`config.mk`:
```
export PLATFORM = sky130hd
export DESIGN_NAME = disc_writer
export DESIGN_NICKNAME = d
export VERILOG_FILES = /design/src/rtl/disc_writer_pkg.sv /design/src/rtl/disc_write_pulse_gen.sv /design/src/rtl/disc_writer.sv
export SDC_FILE = /design/constraint.sdc
export NUM_CORES = 1
export LEC_CHECK = 0
export CORE_MARGIN = 5
export CORE_UTILIZATION = 63
export DETAILED_ROUTE_END_ITERATION = 16
export PLACE_DENSITY_LB_ADDON = 0.12
export SLEW_MARGIN = 15
export SYNTH_ARGS = -nofsm -noshare
export SYNTH_HDL_FRONTEND = slang
export SYNTH_HIERARCHICAL = 1
export SYNTH_SLANG_ARGS = --single-unit
```
`constraint.sdc`:
```
create_clock -name CLOCK -period 10.3 [get_ports CLOCK]
set_clock_uncertainty 0.05 [all_clocks]
set_input_delay 1.03 -clock CLOCK [delete_from_list [all_inputs] [get_ports CLOCK]]
set_output_delay 1.03 -clock CLOCK [all_outputs]
set_load 0.02 [all_outputs]
```
`src/rtl/disc_writer_pkg.sv`:
```
// rtl/disc_writer_pkg.sv - Stream-format constants and FSM encoding shared by disc reader and writer.
package disc_writer_pkg;

  localparam int STREAM_BITS = 8;
  localparam int STREAM_FLAG_BIT = STREAM_BITS - 1;
  localparam logic [STREAM_BITS-1:0] OVERFLOW_CODE = '1;
  localparam int OVERFLOW_TICKS = 127;

  typedef enum logic [2:0] {
    ST_IDLE,
    ST_PRIME,
    ST_COUNT,
    ST_INDEX_WAIT,
    ST_DRAIN,
    ST_FINISHED,
    ST_ABORTED
  } state_t;

endpackage

```
`src/rtl/disc_write_pulse_gen.sv`:
```
// rtl/disc_write_pulse_gen.sv - Retriggerable one-shot producing the write-data pulse.
module disc_write_pulse_gen #(
  parameter int PULSE_WIDTH = 4
) (
  input  logic clk,
  input  logic rst,
  input  logic fire,
  input  logic clear,
  output logic pulse
);

  localparam int WW = $clog2(PULSE_WIDTH + 1);
  localparam logic [WW-1:0] W_LOAD = WW'(PULSE_WIDTH);
  localparam logic [WW-1:0] W_ONE = WW'(1);

  logic [WW-1:0] remaining;

  // A fire while already high reloads the width, so overlapping pulses merge.
  always_ff @(posedge clk or posedge rst) begin
    if (rst) begin
      remaining <= '0;
    end else if (clear) begin
      remaining <= '0;
    end else if (fire) begin
      remaining <= W_LOAD;
    end else if (remaining != '0) begin
      remaining <= remaining - W_ONE;
    end
  end

  assign pulse = (remaining != '0);

endmodule

```
`src/rtl/disc_writer.sv`:
```
// rtl/disc_writer.sv - Replays acquisition-RAM timing bytes as flux write pulses.
module disc_writer
  import disc_writer_pkg::*;
#(
  parameter int BITS = 8,
  parameter int ADDR_BITS = 19,
  parameter int PULSE_WIDTH = 4
) (
  input  logic                 CLOCK,
  input  logic                 RESET,
  input  logic                 CLKEN,
  input  logic                 RUN,
  input  logic [ADDR_BITS-1:0] LENGTH,
  output logic [ADDR_BITS-1:0] ADDR,
  input  logic [BITS-1:0]      DATA,
  input  logic                 FD_INDEX_IN,
  output logic                 FD_WRDATA_OUT,
  output logic                 FD_WRGATE_OUT,
  output logic                 DONE,
  output logic                 UNDERRUN
);

  localparam int CW = BITS - 1;
  localparam logic [CW-1:0] OVF_LAST = CW'(OVERFLOW_TICKS - 1);
  localparam logic [CW-1:0] C_ONE = CW'(1);
  localparam logic [ADDR_BITS-1:0] A_ONE = ADDR_BITS'(1);

  state_t state, state_next;
  logic run_q, idx_s, idx_d, idx_edge;
  logic [ADDR_BITS-1:0] len, act_idx;
  logic [BITS-1:0] act_byte, hold_byte;
  logic act_valid, hold_valid;
  logic fetch_p1, fetch_p2;
  logic [CW-1:0] cnt, act_limit;
  logic boundary, fire, clear, take_hold, last_byte, more_to_fetch, start;

  function automatic logic is_index(input logic [BITS-1:0] b);
    return b[BITS-1] && (b != {BITS{1'b1}});
  endfunction

  assign idx_edge = idx_s & ~idx_d;
  assign act_limit = (act_byte == {BITS{1'b1}}) ? OVF_LAST : act_byte[CW-1:0];
  assign last_byte = (act_idx == len - A_ONE);
  assign more_to_fetch = ((ADDR + A_ONE) < len);
  assign start = (state == ST_IDLE) && RUN && !run_q;

  always_ff @(posedge CLOCK or posedge RESET) begin
    if (RESET) state <= ST_IDLE;
    else       state <= state_next;
  end

  always_comb begin
    state_next = state;
    boundary = 1'b0;
    fire = 1'b0;
    clear = 1'b0;
    take_hold = 1'b0;
    if (!RUN) begin
      state_next = ST_IDLE;
      clear = 1'b1;
    end else begin
      case (state)
        ST_IDLE: if (!run_q) state_next = (LENGTH == '0) ? ST_FINISHED : ST_PRIME;
        ST_PRIME: begin
          if (act_valid && !fetch_p1 && !fetch_p2)
            state_next = is_index(act_byte) ? ST_INDEX_WAIT : ST_COUNT;
        end
        ST_COUNT: begin
          boundary = CLKEN && (cnt == act_limit);
          fire = boundary && !act_byte[BITS-1];
        end
        ST_INDEX_WAIT: boundary = idx_edge;
        ST_DRAIN: if (!FD_WRDATA_OUT) state_next = ST_FINISHED;
        default: ;
      endcase
      if (boundary) begin
        if (last_byte) begin
          state_next = ST_DRAIN;
        end else if (!hold_valid) begin
          state_next = ST_ABORTED;
          clear = 1'b1;
        end else begin
          take_hold = 1'b1;
          state_next = is_index(hold_byte) ? ST_INDEX_WAIT : ST_COUNT;
        end
      end
    end
  end

  // RAM returns DATA one CLOCK after it registers ADDR, so a fetch lands two edges after issue.
  always_ff @(posedge CLOCK or posedge RESET) begin
    if (RESET) begin
      run_q <= 1'b0;
      idx_s <= 1'b0;
      idx_d <= 1'b0;
      ADDR <= '0;
      len <= '0;
      act_idx <= '0;
      act_byte <= '0;
      hold_byte <= '0;
      act_valid <= 1'b0;
      hold_valid <= 1'b0;
      fetch_p1 <= 1'b0;
      fetch_p2 <= 1'b0;
      cnt <= '0;
      FD_WRGATE_OUT <= 1'b0;
      DONE <= 1'b0;
      UNDERRUN <= 1'b0;
    end else begin
      run_q <= RUN;
      idx_s <= FD_INDEX_IN;
      idx_d <= idx_s;
      fetch_p1 <= 1'b0;
      fetch_p2 <= fetch_p1;
      if (start) begin
        ADDR <= '0;
        len <= LENGTH;
        act_idx <= '0;
        act_valid <= 1'b0;
        hold_valid <= 1'b0;
        cnt <= '0;
        fetch_p1 <= (LENGTH != '0);
      end
      if (state == ST_PRIME && fetch_p1 && ADDR == '0 && more_to_fetch) begin
        ADDR <= A_ONE;
        fetch_p1 <= 1'b1;
      end
      if (state == ST_COUNT && CLKEN && !boundary) cnt <= cnt + C_ONE;
      if (boundary) cnt <= '0;
      if (take_hold) begin
        act_byte <= hold_byte;
        act_idx <= act_idx + A_ONE;
        hold_valid <= 1'b0;
        if (more_to_fetch) begin
          ADDR <= ADDR + A_ONE;
          fetch_p1 <= 1'b1;
        end
      end
      if (fetch_p2) begin
        if (!act_valid) begin
          act_byte <= DATA;
          act_valid <= 1'b1;
        end else begin
          hold_byte <= DATA;
          hold_valid <= 1'b1;
        end
      end
      FD_WRGATE_OUT <= (state_next == ST_COUNT) || (state_next == ST_INDEX_WAIT) ||
                       (state_next == ST_DRAIN);
      DONE <= (state_next == ST_FINISHED);
      UNDERRUN <= (state_next == ST_ABORTED);
    end
  end

  disc_write_pulse_gen #(
    .PULSE_WIDTH(PULSE_WIDTH)
  ) u_pulse (
    .clk  (CLOCK),
    .rst  (RESET),
    .fire (fire),
    .clear(clear),
    .pulse(FD_WRDATA_OUT)
  );

endmodule
```
==> flow_metrics.env <==
export IMPL_clockPowerShare=0.220
export IMPL_place_area_sq_mm=0.00642
export IMPL_status="finished clean"
export IMPL_end_kind="register"
export IMPL_wl_per_cell_microns=17.4
export IMPL_setup_ws_ps=6070
export IMPL_pwr_share_seq=0.462
export IMPL_first_pass_iters=5
export IMPL_grt_max_degree=62
export IMPL_cts_max_path_buffers=2
export IMPL_drv_slew=0
export IMPL_gr_total_overflow=0
export IMPL_pre_cts_slack_ps=6160
export IMPL_crit_required_ps=10550
export IMPL_ios=55
export IMPL_crit_slowest_cell="a211oi_4"
export IMPL_slew_headroom=0.268
export IMPL_ir_worst_vdd_mv=0.120
export IMPL_drtIter0Drc=276
export IMPL_netlist_instances=625
export IMPL_p_switching_w=0.000420
export IMPL_grt_pass1_wl_microns=23600
export IMPL_ys_ff_latch=96
export IMPL_nNetsFinal=728
export IMPL_syn_area_per_cell_sq_um=9.28
export IMPL_gp_congestion=0.884
export IMPL_r2r_cells=16
export IMPL_grtUsageMet2=0.424
export IMPL_start_kind="register"
export IMPL_design_area_sq_mm=0.00662
export IMPL_power_density_mw_per_mm2=172
export IMPL_maxCapViolations=0
export IMPL_period_share=0.411
export IMPL_crit_type="register to register"
export IMPL_ys_seq_area_frac=0.414
export IMPL_max_freq_mhz=236
export IMPL_fp_row_count=35
export IMPL_drc=0
export IMPL_final_hold_viol_count=0
export IMPL_h_tree_depth=3
export IMPL_whs_endpoint="idx_d"
export IMPL_die_w_microns=106
export IMPL_cp_arrival_ps=4480
export IMPL_grt_usage=0.259
export IMPL_combPwrFrac=0.319
export IMPL_cts_tree="done"
export IMPL_routed_wl_microns=13700
export IMPL_met3_usage=0.0328
export IMPL_ys_flop_type="dfrtp_1"
export IMPL_reg2reg_to="ADDR[14]"
export IMPL_portBuffers=54
export IMPL_busiest_layer="met2"
export IMPL_dp_final_hpwl_microns=10200
export IMPL_fin_total_pwr_w=0.00114
export IMPL_grt_pass1_vias=4809
export IMPL_synth_fp_nets=682
export IMPL_synth_warnings=6
export IMPL_synth_edf_count=0
export IMPL_cts_root_buffer_cell="clkbuf_8"
export IMPL_slowest_delay_ps=650
export IMPL_ant_nets=0
export IMPL_vias_per_cell=6.19
export IMPL_synthesis_area_sq_mm=0.00580
export IMPL_drive_gt1_frac=0.0621
export IMPL_finalSetupViolations=0
export IMPL_hp_start="idx_s"
export IMPL_clock_latency_ps=370
export IMPL_start_util=0.637
export IMPL_clkSlewWorstSetupHoldPaths_ps=100
export IMPL_whs_path_depth=0
export IMPL_core_area_sq_mm=0.00911
export IMPL_cts_sinks=96
export IMPL_via_count=4872
export IMPL_hold_buffers=0
export IMPL_die_h_microns=106
export IMPL_tns_ps=0
export IMPL_r2r_slack_ps=6070
export IMPL_gr_usage_met1=0.361
export IMPL_yosysUniqueCellTypes=54
export IMPL_insertedDiodeCount=0
export IMPL_tightestPinTransition_ps=1100
export IMPL_cts_resized=0
export IMPL_synthArstFlopShare=1.00
export IMPL_crit_path_max_fanout=24
export IMPL_hold_class="register to register"
export IMPL_post_cts_buffers=0
export IMPL_path_cells="and3_1 > and3_1 > nand4_1 > nor2_1 > a31oi_1 > or2_2 > ha_1 > nand4_1 > nor2_1 > o21ai_0 > a221oi_1 > a21oi_2 > buf_4 > and2_1 > a211oi_4 > a21o_1"
export IMPL_leakagePower_nw=3.01
export IMPL_area_growth_pct=14.1
export IMPL_r2r_start="ADDR[2]"
export IMPL_cts_buffers_inserted=9
export IMPL_dieArea_sq_mm=0.0112
export IMPL_period_needed_ps=4230
export IMPL_rsz0062_at_grt="false"
export IMPL_intPower_w=0.000722
export IMPL_antenna_found_initial=0
export IMPL_p_sw_frac=0.368
critical path: cells and delay by family (launching register included):
family | cells | cell delay [ps]
AND/OR/NAND/NOR | 8 | 1610
AO/OA/AOI/OAI | 6 | 1520
flip-flops | 1 | 460
adder cells (fa/ha/maj) | 1 | 300
buffers and inverters | 1 | 240
routing by layer:
metal / vias to the layer above / routed length (microns) / part of all wire
met5: - / 0 / 0
met2: 138 / 6660 / 0.49
met1: 2377 / 6250 / 0.46
met3: 21 / 551 / 0.040
li1: 2336 / - / -
met4: 0 / 250 / 0.018
sequential cells by signal, indices dropped and copies added, names as in the netlist, 3 cells and up:
name	flops
cnt	7
hold_byte	8
act_idx	19
act_byte	8
ADDR	19
len	19
u_pulse/remaining	3
state	3
logic make-up (layout without fill, tap and decap cells):
kind of cell,after synthesis,after routing,share of synthesized area
fa+ha+maj,25,25,0.0539
compound gates,135,135,0.159
simple gates,227,227,0.198
buf+inv,59,110,0.0408
mux,30,30,0.0546
xor+xnor,53,53,0.0800
flops,96,96,0.414
metrics by stage:
stage	hold WS [ps]	std cells	util
3_5_place_dp	321	771	0.705
5_1_grt	372	787	0.726
6_report	340	787	0.726
3_3_place_gp	309	771	0.705
2_1_floorplan	304	625	-
4_1_cts	344	787	0.726
cells in the final DEF (no fill, tap or decap), types with 12 or more instances in the layout:
cell type	Yosys	layout
a32o_1	15	15
and3_1	18	18
clkdlybuf4s50_1	0	54
dfrtp_1	96	96
ha_1	25	25
inv_1	36	35
mux2i_1	17	17
nand2_1	71	71
nand3_1	23	23
nand4_1	18	18
nor2_1	35	35
nor3_1	12	12
nor4_1	13	13
o21ai_0	41	41
o21ai_1	17	17
xnor2_1	34	34
xor2_1	19	19
cell usage after synthesis, types with 3 or more instances:
cell | n | area, sq um
nand4_1 | 18 | 113
or3_1 | 5 | 31.3
inv_1 | 36 | 135
o31ai_1 | 5 | 37.5
or4_1 | 3 | 22.5
nand2b_1 | 7 | 43.8
mux2i_1 | 17 | 170
nor2b_1 | 7 | 43.8
or2_2 | 3 | 18.8
a21o_1 | 11 | 82.6
and3_1 | 18 | 113
a32o_1 | 15 | 150
nor3_1 | 12 | 60.1
dfrtp_1 | 96 | 2400
buf_2 | 6 | 30.0
xor2_1 | 19 | 166
ha_1 | 25 | 313
a31oi_1 | 3 | 18.8
nand2_1 | 71 | 267
o21ai_1 | 17 | 85.1
nand3_1 | 23 | 115
a21oi_1 | 12 | 60.1
and2_1 | 4 | 25.0
o21ai_0 | 41 | 205
clkbuf_1 | 16 | 60.1
mux2_2 | 11 | 124
nor4_1 | 13 | 81.3
a211oi_1 | 7 | 52.6
nor2_1 | 35 | 131
o211ai_1 | 3 | 22.5
xnor2_1 | 34 | 298
worst max path at each step:
stage | from | end | slack [ps]
6_report | ADDR[2] | ADDR[14] | 6070
5_1_grt | ADDR[2] | ADDR[7] | 5650
4_1_cts | ADDR[2] | ADDR[14] | 6050
3_5_place_dp | ADDR[2] | ADDR[14] | 6160
3_3_place_gp | ADDR[2] | ADDR[15] | 6320
2_1_floorplan | ADDR[2] | ADDR[10] | 6690
layout make-up:
| class | count | area, sq um |
|---|---|---|
| timing repair buffer | 58 | 571 |
| sequential | 96 | 2400 |
| inverter | 36 | 136 |
| fill | 705 | 2490 |
| tap | 111 | 139 |
| clock buffer | 10 | 128 |
| clock inverter | 6 | 67.6 |
| multi-input combinational | 470 | 3170 |
power by group through the flow:
| stage | Clock (W) | Sequential (W) | Combinational, W |
|---|---|---|---|
| global route | 0.000271 | 0.000540 | 0.000408 |
| global placement | 0 | 0.000528 | 0.000346 |
| CTS | 0.000251 | 0.000526 | 0.000364 |
| floorplan | 0 | 0.000511 | 0.000274 |
| detailed placement | 0 | 0.000533 | 0.000360 |
| finish | 0.000251 | 0.000527 | 0.000364 |
(Power assumes the default switching activity.)
